[src/rtl/tx_gearbox_66b32b_if.sv]
// tx_gearbox_66b32b_if: encoder-facing word/header bus and serial-side outputs of the 66b->32b gearbox.
// master = encoder/driver side, slave = gearbox side.
interface tx_gearbox_66b32b_if #(
   parameter int unsigned DATA_WIDTH = 32,
   parameter int unsigned HDR_WIDTH  = 2
);

   logic [DATA_WIDTH-1:0] i_encoded_data;
   logic [HDR_WIDTH-1:0]  i_sync_hdr;
   logic                  o_xgmii_pause;
   logic [DATA_WIDTH-1:0] o_tx_data;
   logic                  o_hdr_err;

   modport master (
      output i_encoded_data,
      output i_sync_hdr,
      input  o_xgmii_pause,
      input  o_tx_data,
      input  o_hdr_err
   );

   modport slave (
      input  i_encoded_data,
      input  i_sync_hdr,
      output o_xgmii_pause,
      output o_tx_data,
      output o_hdr_err
   );

endinterface

[src/rtl/tx_gearbox_66b32b.sv]
// tx_gearbox_66b32b: packs 2-bit sync header + 2x32-bit payload blocks into a continuous
// 32-bit stream (bit 0 first). A free-running 0..65 counter pauses the encoder for two
// cycles per sequence, during which the 64-bit residual drains.
// Optional: define TX_SCRAMBLER_EN to scramble the payload with x^58 + x^39 + 1.
module tx_gearbox_66b32b #(
   parameter int unsigned DATA_WIDTH   = 32,
   parameter int unsigned HDR_WIDTH    = 2,
   parameter int unsigned PAUSE_PERIOD = 66
) (
   input  logic                  i_clk,
   input  logic                  i_reset_n,
   tx_gearbox_66b32b_if.slave    bus
);

   localparam int unsigned NEW_W = DATA_WIDTH + HDR_WIDTH;        // bits entering per header word
   localparam int unsigned RES_W = 2 * DATA_WIDTH;                // max residual
   localparam int unsigned BUF_W = RES_W + NEW_W;                 // shift datapath
   localparam int unsigned TOP_W = BUF_W - DATA_WIDTH - RES_W;    // never-set guard bits
   localparam int unsigned CNT_W = $clog2(PAUSE_PERIOD);
   localparam int unsigned LEN_W = $clog2(BUF_W);

   typedef enum logic {
      PH_HDR  = 1'b0,
      PH_DATA = 1'b1
   } phase_e;

   logic [CNT_W-1:0]      cnt_q, cnt_d;
   phase_e                phase_q, phase_d;
   logic [RES_W-1:0]      res_q, res_d;
   logic [LEN_W-1:0]      len_q, len_d;
   logic [DATA_WIDTH-1:0] tx_data_q, tx_data_d;
   logic                  hdr_err_q, hdr_err_d;

   logic                  pause_c;
   logic [DATA_WIDTH-1:0] payload_c;
   logic [NEW_W-1:0]      new_bits;
   logic [LEN_W-1:0]      new_len;
   logic [BUF_W-1:0]      buf_w;
   logic                  unused_top_bits;

   // Pause is decoded straight from the counter so upstream sees it in the same cycle
   assign pause_c = (cnt_q >= CNT_W'(PAUSE_PERIOD - 2));

`ifdef TX_SCRAMBLER_EN
   localparam int unsigned SCR_W = 58;
   localparam int unsigned TAP_A = 38;   // x^39 term
   localparam int unsigned TAP_B = 57;   // x^58 term

   logic [SCR_W-1:0] scr_q, scr_d;
   logic [SCR_W-1:0] scr_s;

   // Self-synchronizing scrambler, LSB first; state only advances on accepted words
   always_comb begin
      scr_d     = scr_q;
      scr_s     = scr_q;
      payload_c = bus.i_encoded_data;
      for (int i = 0; i < int'(DATA_WIDTH); i++) begin
         payload_c[i] = bus.i_encoded_data[i] ^ scr_s[TAP_A] ^ scr_s[TAP_B];
         scr_s        = {scr_s[SCR_W-2:0], payload_c[i]};
      end
      if (!pause_c) begin
         scr_d = scr_s;
      end
   end

   // Scrambler state register, seeded to all ones
   always_ff @(posedge i_clk or negedge i_reset_n) begin
      if (!i_reset_n) begin
         scr_q <= '1;
      end else begin
         scr_q <= scr_d;
      end
   end
`else
   assign payload_c = bus.i_encoded_data;
`endif

   // Sequence counter, block phase and residual shift buffer next-state
   always_comb begin
      cnt_d     = cnt_q;
      phase_d   = phase_q;
      res_d     = res_q;
      len_d     = len_q;
      tx_data_d = '0;
      hdr_err_d = 1'b0;
      new_bits  = '0;
      new_len   = '0;
      buf_w     = '0;

      cnt_d = (cnt_q == CNT_W'(PAUSE_PERIOD - 1)) ? '0 : cnt_q + CNT_W'(1);

      if (!pause_c) begin
         case (phase_q)
            PH_HDR: begin
               // Header goes out first (hdr[0] then hdr[1]), payload follows LSB first
               new_bits  = {payload_c, bus.i_sync_hdr};
               new_len   = LEN_W'(NEW_W);
               hdr_err_d = (bus.i_sync_hdr == {HDR_WIDTH{1'b0}}) ||
                           (bus.i_sync_hdr == {HDR_WIDTH{1'b1}});
               phase_d   = PH_DATA;
            end
            default: begin
               new_bits  = NEW_W'(payload_c);
               new_len   = LEN_W'(DATA_WIDTH);
               phase_d   = PH_HDR;
            end
         endcase
      end

      // New bits land just above the residual; lowest word leaves, the rest stays
      buf_w     = BUF_W'(res_q) | (BUF_W'(new_bits) << len_q);
      tx_data_d = buf_w[DATA_WIDTH-1:0];
      res_d     = buf_w[DATA_WIDTH +: RES_W];
      len_d     = len_q + new_len - LEN_W'(DATA_WIDTH);
   end

   // Top guard bits of the datapath are never populated (residual peaks at 64)
   assign unused_top_bits = ^buf_w[BUF_W-1 -: TOP_W];

   // State and output registers
   always_ff @(posedge i_clk or negedge i_reset_n) begin
      if (!i_reset_n) begin
         cnt_q     <= '0;
         phase_q   <= PH_HDR;
         res_q     <= '0;
         len_q     <= '0;
         tx_data_q <= '0;
         hdr_err_q <= 1'b0;
      end else begin
         cnt_q     <= cnt_d;
         phase_q   <= phase_d;
         res_q     <= res_d;
         len_q     <= len_d;
         tx_data_q <= tx_data_d;
         hdr_err_q <= hdr_err_d;
      end
   end

   assign bus.o_xgmii_pause = pause_c;
   assign bus.o_tx_data     = tx_data_q;
   assign bus.o_hdr_err     = hdr_err_q;

endmodule

[src/flat_wrapper.sv]
// flat-port wrapper written by rule: the top's interface ports become plain ports
module tx_gearbox_66b32b_flat 
#(
   parameter int unsigned DATA_WIDTH   = 32,
   parameter int unsigned HDR_WIDTH    = 2,
   parameter int unsigned PAUSE_PERIOD = 66
)
  (i_clk, i_reset_n, bus_i_encoded_data, bus_i_sync_hdr, bus_o_xgmii_pause, bus_o_tx_data, bus_o_hdr_err);
  tx_gearbox_66b32b_if #(.DATA_WIDTH(DATA_WIDTH), .HDR_WIDTH(HDR_WIDTH)) bus_i ();
  input  logic i_clk;
  input  logic i_reset_n;
  input wire logic [$bits(bus_i.i_encoded_data)-1:0] bus_i_encoded_data;
  input wire logic [$bits(bus_i.i_sync_hdr)-1:0] bus_i_sync_hdr;
  output wire logic [$bits(bus_i.o_xgmii_pause)-1:0] bus_o_xgmii_pause;
  output wire logic [$bits(bus_i.o_tx_data)-1:0] bus_o_tx_data;
  output wire logic [$bits(bus_i.o_hdr_err)-1:0] bus_o_hdr_err;
  assign bus_i.i_encoded_data = bus_i_encoded_data;
  assign bus_i.i_sync_hdr = bus_i_sync_hdr;
  assign bus_o_xgmii_pause = bus_i.o_xgmii_pause;
  assign bus_o_tx_data = bus_i.o_tx_data;
  assign bus_o_hdr_err = bus_i.o_hdr_err;
  tx_gearbox_66b32b #(.DATA_WIDTH(DATA_WIDTH), .HDR_WIDTH(HDR_WIDTH), .PAUSE_PERIOD(PAUSE_PERIOD)) u_core (.i_clk(i_clk), .i_reset_n(i_reset_n), .bus(bus_i));
endmodule
[config.mk]
export PLATFORM = sky130hd
export DESIGN_NAME = tx_gearbox_66b32b_flat
export DESIGN_NICKNAME = d
export VERILOG_FILES = /design/src/rtl/tx_gearbox_66b32b_if.sv /design/src/rtl/tx_gearbox_66b32b.sv /design/src/flat_wrapper.sv
export SDC_FILE = /design/constraint.sdc
export NUM_CORES = 1
export LEC_CHECK = 0
export BUFFER_PORTS_ARGS = -buffer_cell sky130_fd_sc_hd__buf_4
export CAP_MARGIN = 40
export CORE_MARGIN = 5
export CORE_UTILIZATION = 40
export CTS_CLUSTER_DIAMETER = 100
export DETAILED_ROUTE_END_ITERATION = 8
export GPL_ROUTABILITY_DRIVEN = 1
export GPL_TIMING_DRIVEN = 0
export MAX_ROUTING_LAYER = met4
export SLEW_MARGIN = 0
export SYNTH_ARGS = -nofsm -noshare
export SYNTH_HDL_FRONTEND = slang
export SYNTH_SLANG_ARGS = --single-unit
[constraint.sdc]
create_clock -name i_clk -period 3.6 [get_ports i_clk]
set_input_delay 0 -clock i_clk [delete_from_list [all_inputs] [get_ports i_clk]]
set_output_delay 0 -clock i_clk [all_outputs]
set_load 0.005 [all_outputs]
==> impl_metrics.yaml <==
layout:
  fillers: 1457
  fin_util: 0.481
  antenna_cells: 0
  nets: 750
  area_growth_pct: 17.5
  drive_above_1_share: 0.211
  fin_cells: 899
  fin_area_sq_um: 7310
clocking:
  clk_latency_ns: 0.37
  clk_pin_slew_ns: 0.08
  clk_path_buf_depth: 2
  cts_tree: "built"
  numCtsBuffers: 9
  root_buffer: "clkbuf_16"
  cts_htree_levels: 3
  cts.sinks: 111
  post_cts_resized: 0
  ctsHoldBuffers: 3
  post_cts_buffers: 0
global_routing:
  grt.total_usage: 0.244
  grt_pass1_wl_mm: 33.1
  grt_max_degree: 64
  overflow: 0
  grt_pass1_vias: 5702
  grt_antenna_before_repair: 0
yosys:
  synth_top_area_share: 0.447
  synth_top_family_by_area: "compound AO/OA/AOI/OAI gates"
  synthDistinctLibCells: 62
  synthCells: 623
  yosys.area_share.simple: 0.120
  synth.most_common_cell: "dfrtp_1"
  synthAdderAreaFrac: 0.0141
  syn_nets: 666
  synthTopCellsByArea: "dfrtp_1 (45%), mux2i_1 (7.4%), o22ai_1 (6.5%)"
  ys_warn_count: 0
  synth_xor_area_frac: 0.0155
  synth_seq_cells: 111
  synth_edf_count: 0
  synth_top_cells_by_count: "dfrtp_1 (111), o22ai_1 (65), nor2_1 (59)"
  netlist_area_sq_um: 6220
  synth_top_cell_by_area: "dfrtp_1"
  ys_async_sr_fraction: 1.00
  yosysSeqAreaShare: 0.447
  synth_flop_cell: "dfrtp_1"
  synth-compound-area-share: 0.241
  muxShareOfSynthArea: 0.115
  synth_area_per_cell_sq_um: 9.98
worst_setup_path:
  cp.arrival_ns: 3.00
  path_class: "reg2reg"
  r2r_start: "u_core.len_q[1]$_DFF_PN0_"
  rrSetupSlack_ns: 0.81
  start_kind: "flip-flop"
  r2r_cells: 8
  cp.required_ns: 3.82
  cp_max_fo: 10
  worstSetupEndpointType: "flip-flop"
  r2r-end: "u_core.res_q[62]$_DFF_PN0_"
pwr:
  ir_worst_vdd_mv: 0.206
  seqPwrFrac: 0.507
  power_frac_clock: 0.384
  power_density_nw_per_um2: 352
  p_int_uw: 1890
  p_switching_uw: 682
  pwr-share-comb: 0.109
  switching_share: 0.265
  leakagePower_uw: 0.00333
timing:
  worst_pin_slew_ns: 0.842
  hold_viol_final: 0
  fin_ws_ns: 0.814
  fin_crit_sh: 0.774
  rsz0062_at_grt: "false"
  slew_viol_final: 0
  fmax_ghz: 0.359
  finalSetupTns_ns: 0
  finalSetupViolations: 0
  slew_headroom: 0.434
  finalCriticalPeriod_ns: 2.79
  fin_skew_ns: 0.0148
die:
  start_util: 0.409
  die_h_um: 135
  rows: 45
  core-area_sq_um: 15200
  die-area_sq_um: 18100
  fp.dieW_um: 135
  io_pins: 70
route:
  ant_nets: 0
  drc: 0
  drt_iter0_drc: 487
  wirelength_mm: 20.9
  vias_per_cell: 6.06
  num_vias: 5445
  firstDrtPassIters: 7
  routedWlPerCell_um: 23.3
placement:
  dpl.hpwl_mm: 16.0
  io_buffers: 69
  dp.cells: 881
  dpl-instance-area_sq_um: 7000
  dp_slack_ns: 0.914
  place.gp.congestion: 0.945
worst_hold_path:
  hp-class: "in2reg"
  hold_start: "bus_i_encoded_data[31]"
  min_to: "u_core.res_q[63]$_DFF_PN0_"
  holdPathStages: 3
job:
  cap_violations: 0
run_status:
  status: "finished, final reports clean"
-- layout make-up --
cell class,instances,area (sq um),share of cell area
clock buffer,9,225,0.0308
multi-input combinational,457,3130,0.429
buffer,44,263,0.0360
sequential,111,2780,0.380
timing repair buffer,73,576,0.0788
clock inverter,6,53.8,0.00736
tap,188,235,0.0322
inverter,11,41.3,0.00565
-- worst max-delay path, stage by stage, from the launching register on --
cell     delay, ns
dfrtp_1       0.40
buf_6         0.19
buf_6         0.19
mux2i_1       0.47
o22ai_1       0.20
nor3_2        0.59
mux2i_4       0.22
mux2i_4       0.24
o22ai_1       0.12
-- metal layers --
| metal | part of all wire | track usage | vias to the layer above |
|---|---|---|---|
| li1 | - | - | 2475 |
| met1 | 0.43 | 0.313 | 2719 |
| met2 | 0.48 | 0.384 | 215 |
| met3 | 0.063 | 0.0499 | 36 |
| met4 | 0.026 | 0.0860 | 0 |
| met5 | 0 | - | - |
-- power by group through the flow --
stage	registers (uW)	logic, uW	clock network [uW]
global route	1310	309	1050
detailed placement	1330	278	0
floorplan	1330	129	0
CTS	1310	282	1000
global placement	1330	271	0
finish	1310	281	988
-- layout by cell type (no fill, tap or decap), drive strengths merged, types with 22 or more instances in the layout --
master,instances
dfrtp,111
buf,96
o22ai,67
nor2,61
mux2i,55
nand2,52
o21ai,30
clkbuf,27
nor3,23
a21oi,22
-- worst max path at each step --
stage / startpoint / to / slack, ns / cells past startpoint
2_1_floorplan: u_core.len_q[1]$_DFF_PN0_ / u_core.res_q[19]$_DFF_PN0_ / 1.57 / 8
3_3_place_gp: u_core.len_q[1]$_DFF_PN0_ / u_core.res_q[62]$_DFF_PN0_ / 0.95 / 8
3_5_place_dp: u_core.len_q[1]$_DFF_PN0_ / u_core.res_q[62]$_DFF_PN0_ / 0.91 / 8
4_1_cts: u_core.len_q[1]$_DFF_PN0_ / u_core.res_q[62]$_DFF_PN0_ / 0.89 / 8
5_1_grt: u_core.len_q[1]$_DFF_PN0_ / u_core.res_q[35]$_DFF_PN0_ / 0.71 / 8
6_report: u_core.len_q[1]$_DFF_PN0_ / u_core.res_q[62]$_DFF_PN0_ / 0.81 / 8
-- sequential cells by signal, indices dropped and copies added (netlist names) --
register / count
u_core.res_q: 64
u_core.phase_q: 1
u_core.cnt_q: 7
u_core.bus.o_tx_data: 32
u_core.bus.o_hdr_err: 1
u_core.len_q: 6
-- per-stage QoR --
| stage | hold WS, ns | power, uW |
|---|---|---|
| after floorplan | -0.296 | 1460 |
| after global placement | 0.265 | 1600 |
| after detailed placement | 0.140 | 1610 |
| after CTS | 0.0786 | 2590 |
| after global routing | 0.109 | 2670 |
| final | 0.0965 | 2570 |
-- cells by family (layout without fill, tap and decap cells) --
| family | count (synthesis) | count (layout) |
|---|---|---|
| AND/OR/NAND/NOR | 165 | 165 |
| buffers and inverters | 55 | 143 |
| AO/OA/AOI/OAI | 211 | 211 |
| flip-flops | 111 | 111 |
| XOR/XNOR | 11 | 11 |
| multiplexers | 63 | 63 |
| adder cells (fa/ha/maj) | 7 | 7 |
(Power assumes the default switching activity.)
